==> config.mk <==
export PLATFORM = sky130hd
export DESIGN_NAME = credit_flit_sender
export DESIGN_NICKNAME = d
export VERILOG_FILES = /design/src/rtl/credit_flit_sender.sv
export SDC_FILE = /design/constraint.sdc
export NUM_CORES = 1
export LEC_CHECK = 0
export BUFFER_PORTS_ARGS = -buffer_cell sky130_fd_sc_hd__buf_2
export CORE_ASPECT_RATIO = 1.4
export CORE_MARGIN = 2
export CORE_UTILIZATION = 40
export CTS_CLUSTER_SIZE = 20
export DETAILED_ROUTE_END_ITERATION = 10
export GPL_TIMING_DRIVEN = 1
export PLACE_DENSITY = 0.82
export RECOVER_POWER = 25
export SLEW_MARGIN = 20
export SYNTH_ARGS = -nofsm -noshare
export SYNTH_HDL_FRONTEND = slang
export SYNTH_SLANG_ARGS = --single-unit
export TNS_END_PERCENT = 30
==> constraint.sdc <==
create_clock -name clk_i -period 2.65 [get_ports clk_i]
set_input_delay 0.265 -clock clk_i [delete_from_list [all_inputs] [get_ports clk_i]]
set_output_delay 0.265 -clock clk_i [all_outputs]
set_load 0.005 [all_outputs]
==> src/rtl/credit_flit_sender.sv <==
// credit_flit_sender: credit-based flit transmitter feeding an NI receive FIFO
// over a link with no ready. Never sends a flit without a credit, tracks
// HEAD/BODY/TAIL packet framing and raises a sticky protocol-error flag.
// Optional feature macro: CREDIT_SENDER_PKT_CNT_EN enables the 16-bit packet
// counter on pkt_cnt_o; without it pkt_cnt_o is tied to zero.

`ifndef DW
`define DW 34
`endif
`ifndef HEAD
`define HEAD 2'b10
`endif
`ifndef BODY
`define BODY 2'b00
`endif
`ifndef TAIL
`define TAIL 2'b01
`endif

module credit_flit_sender #(
    parameter int unsigned CREDIT_MAX = 4,
    parameter int unsigned CW         = 3
) (
    input  logic             clk_i,
    input  logic             rst_i,
    input  logic             valid_i,
    input  logic [`DW-1:0]   data_i,
    output logic             ready_o,
    output logic             valid_o,
    output logic [`DW-1:0]   data_o,
    input  logic             credit_upd_i,
    output logic [CW-1:0]    credit_o,
    output logic             proto_err_o,
    output logic [15:0]      pkt_cnt_o
);

    typedef enum logic {
        IDLE   = 1'b0,
        IN_PKT = 1'b1
    } state_t;

    state_t       state;
    state_t       state_next;
    logic         accept;
    logic [1:0]   flit_type;
    logic         framing_err;
    logic         tail_done;
    logic         credit_overflow;
    logic [CW-1:0] credit;

    assign flit_type = data_i[`DW-1:`DW-2];
    assign ready_o   = (credit != '0);
    assign accept    = valid_i & ready_o;
    assign credit_o  = credit;

    // A credit return with no pending debit while already full is a protocol error.
    assign credit_overflow = ~accept & credit_upd_i & (credit == CW'(CREDIT_MAX));

    // Output register: launch one flit per accept, hold data otherwise.
    always_ff @(posedge clk_i) begin
        if (rst_i) begin
            valid_o <= 1'b0;
            data_o  <= '0;
        end else begin
            valid_o <= accept;
            if (accept) begin
                data_o <= data_i;
            end
        end
    end

    // Credit counter: debit on accept, credit on return, saturate at the maximum.
    always_ff @(posedge clk_i) begin
        if (rst_i) begin
            credit <= CW'(CREDIT_MAX);
        end else if (accept && !credit_upd_i) begin
            credit <= credit - CW'(1);
        end else if (!accept && credit_upd_i && !credit_overflow) begin
            credit <= credit + CW'(1);
        end
    end

    // Framing state register.
    always_ff @(posedge clk_i) begin
        if (rst_i) begin
            state <= IDLE;
        end else begin
            state <= state_next;
        end
    end

    // Framing next-state: advance on accepted flits; bad flits leave the state unchanged.
    always_comb begin
        state_next  = state;
        framing_err = 1'b0;
        tail_done   = 1'b0;
        if (accept) begin
            unique case (state)
                IDLE: begin
                    if (flit_type == `HEAD) begin
                        state_next = IN_PKT;
                    end else begin
                        framing_err = 1'b1;
                    end
                end
                IN_PKT: begin
                    if (flit_type == `TAIL) begin
                        state_next = IDLE;
                        tail_done  = 1'b1;
                    end else if (flit_type != `BODY) begin
                        framing_err = 1'b1;
                    end
                end
                default: state_next = IDLE;
            endcase
        end
    end

    // Sticky protocol-error flag, cleared only by reset.
    always_ff @(posedge clk_i) begin
        if (rst_i) begin
            proto_err_o <= 1'b0;
        end else if (framing_err || credit_overflow) begin
            proto_err_o <= 1'b1;
        end
    end

`ifdef CREDIT_SENDER_PKT_CNT_EN
    logic [15:0] pkt_cnt;

    // Packet counter: one per TAIL closing a packet, wrapping at 16 bits.
    always_ff @(posedge clk_i) begin
        if (rst_i) begin
            pkt_cnt <= '0;
        end else if (tail_done) begin
            pkt_cnt <= pkt_cnt + 16'd1;
        end
    end

    assign pkt_cnt_o = pkt_cnt;
`else
    logic unused_tail_done;

    assign unused_tail_done = tail_done;
    assign pkt_cnt_o        = '0;
`endif

endmodule
==> metrics.csv <==
stage,metric,value,unit
sta,final.min_clock_period,2176,ps
cts,cts_resized,0,
logic_synthesis,synth_xor_area_share,1.020,%
logic_synthesis,synth_cell_types,32,
global_routing,met2_usage,24.73,%
global_routing,met3_usage,4.409,%
final_layout,fillCellCount,430,
global_routing,antenna_found_initial,0,
min_path,hold_depth,3,
pwr,total_power,0.001357,W
placement,globalplace.congestion,0.6794,
setup_path,cp_top_family,compound AO/OA/AOI/OAI gates,
status,status,"finished, final reports clean",
global_routing,gr-usage-all-layers,14.58,%
cts,ctsHoldBuffers,0,
logic_synthesis,synth_top_area_share,46.61,%
final_layout,nets,321,
setup_path,ff2ff_path_depth,6,
setup_path,critPathKind,reg -> reg,
logic_synthesis,synthFlopType,dfxtp_1,
detailed_routing,wire_per_inst,10.80,µm
sta,fmax,459.6,MHz
die,num_rows,28,
detailed_routing,dr.pass1.iters,4,
logic_synthesis,synth.most_common_cell,nand2_1,
detailed_routing,viasPerCell,4.695,
logic_synthesis,synth_common_cells,"nand2_1, dfxtp_1, a21oi_1",
logic_synthesis,synth_edf_count,0,
placement,pre_cts_ws,474.6,ps
sta,setup_violations,0,
detailed_routing,via_count,1540,
global_routing,grt_pass1_vias,1284,
cts,clock-sinks,40,
final_layout,drive_above_1_share,29.33,%
final_layout,antennaDiodeCount,0,
final_layout,area_delta_synth_final,22.29,%
logic_synthesis,yosysWarnings,0,
cts,clockBufferDepth,2,
global_routing,grt-busiest-layer,met2,
min_path,whs_endpoint,data_o[7],
logic_synthesis,syn_area,0.001718,mm²
cts,root_buffer,clkbuf_8,
logic_synthesis,synthArstFlopShare,0,%
sta,tightest_slew,733.0,ps
setup_path,endpoint_kind,flip-flop,
setup_path,worstPathMaxFanout,9,
logic_synthesis,avgSynthCellArea,8.103,µm²
cts,clock_latency,290,ps
sta,grt_setup_unrepaired,no,
placement,hpwl,2.510,mm
logic_synthesis,synth-seq-area-share,46.61,%
min_path,hold_start,data_i[7],
setup_path,crit_start,credit_o[0],
setup_path,slowest_stage,dfxtp_1,
global_routing,use_met1,16.21,%
die,io_pins,94,
setup_path,r2r_slack,470,ps
min_path,hp-class,in -> reg,
logic_synthesis,syn_inst,212,
pwr,ir_drop,0.0003485,V
pwr,power_density,646.0,mW/mm²
sta,fin_hold_ws,202.6,ps
sta,clock_skew,5.832,ps
cts,cts_setup_buffers,0,
setup_path,required,2830,ps
detailed_routing,wl,3.542,mm
logic_synthesis,synth-adder-area-share,1.165,%
setup_path,r2r_start,credit_o[0],
sta,post-route-period-util,82.11,%
cts,clk_pin_slew,80,ps
pwr,power_leakage,0.9978,nW
cts,cts_buffers,5,
sta,hold_viol,0,
logic_synthesis,synth_area_leaders,"dfxtp_1, nand2_1, a21oi_1, buf_4, buf_6",
setup_path,cp_num_buf_inv,0,
setup_path,rr_endpoint,credit_o[2],
logic_synthesis,synth_mux_area_share,0,%
setup_path,worstPathArrival,2360,ps
global_routing,overflow,0,
placement,port_buffers,77,
die,die_width,59.39,µm
setup_path,slowest_delay,520,ps
job,maxCapViolCount,0,
sta,setup-tns-final,0,ps
logic_synthesis,synth_compound_area_share,17.55,%
sta,fin_ws,474.0,ps
final_layout,seq_area,800.8,µm²
detailed_routing,drt_iter0_drc,35,
detailed_routing,drtAntennaViolNets,0,
sta,slew_headroom,51.13,%
cts,htreeDepth,2,
cts,tritoncts,yes,
logic_synthesis,synth_top_cell_by_area,dfxtp_1,
die,core,0.004169,mm²
logic_synthesis,synth_top_family_by_area,simple AND/OR/NAND/NOR gates,
detailed_routing,drc_errors,0,
logic_synthesis,synthSimpleGateAreaFrac,18.94,%
die,initial_core_util,41.21,%
die,die-area,0.004842,mm²
setup_path,path_cells,o31a_2 > nand2b_1 > fa_1 > or3b_1 > a311o_1 > a21o_1,
global_routing,grt_pass1_wl,5.402,mm
final_layout,multi_input_area,724.4,µm²
die,die_h,81.54,µm
global_routing,grt_start_max_net_pins,42,
logic_synthesis,ys_seq_elements,40,
setup_path,start_kind,flip-flop,
sta,finalMaxSlewViolations,0,
[worst max path at each step]
stage                        to  cells past startpoint  slack, ps
global route        credit_o[2]                      6        360
global placement    credit_o[2]                      6        530
finish              credit_o[2]                      6        470
floorplan           credit_o[2]                      8        420
CTS                 credit_o[2]                      6        470
detailed placement  credit_o[2]                      6        470
[cell usage in the layout (no fill, tap or decap), drive strengths merged]
master and instances:
nand2b 1, conb 16, xor2 2, a21oi 36, a311oi 1, nor2 3, a221oi 1, or3b 1
nor3b 1, o21ai 1, or2 1, a211o 1, a311o 1, nand2 69, o21bai 1, buf 74
dfxtp 40, clkbuf 13, a41oi 1, nand3 2, o2111ai 2, o31a 1, fa 1, nor4b 1
clkinvlp 1, o31ai 2, inv 7, nand3b 1, a21o 1
[layer usage]
layer  share of wire, %  vias up
met5                  0        -
met4                1.4        0
met3                6.4        6
met2                 51       53
met1                 41      687
li1                   -      794
[through the flow]
step,instance area [µm²],util [%],instances
after global routing,2101,50.39,328
after floorplan,1774,-,227
after global placement,2016,48.35,320
final,2101,50.39,328
after CTS,2110,50.60,328
after detailed placement,2016,48.35,320
[report_power, final]
part           internal, W  switching, W  leakage, nW
registers         0.000652     0.0000374        0.329
logic             0.000111      0.000139        0.624
clock network     0.000212      0.000206       0.0445
[worst min-delay path, delay by kind of cell]
| kind | cells | cell delay (ps) |
|---|---|---|
| buf+inv | 1 | 90 |
| compound gates | 1 | 50 |
| simple gates | 1 | 40 |
[final cells by class]
type | count | share of cell area (%)
clock buffer | 7 | 4.110
clock inverter | 1 | 0.3574
tap | 45 | 2.680
sequential | 40 | 38.12
inverter | 7 | 1.251
multi-input combinational | 148 | 34.48
timing repair buffer | 80 | 19.00
[kinds of logic (layout without fill, tap and decap cells)]
group | after synthesis | after routing
other | 1 | 16
AND/OR/NAND/NOR | 80 | 80
flip-flops | 40 | 40
buffers and inverters | 39 | 95
adder cells (fa/ha/maj) | 1 | 1
XOR/XNOR | 2 | 2
AO/OA/AOI/OAI | 49 | 49
[state kept, by name, indices dropped and copies added (netlist names)]
register     flops
proto_err_o      1
state            1
credit_o         3
valid_o          1
data_o          34
Power figures use the tool's default switching activity.
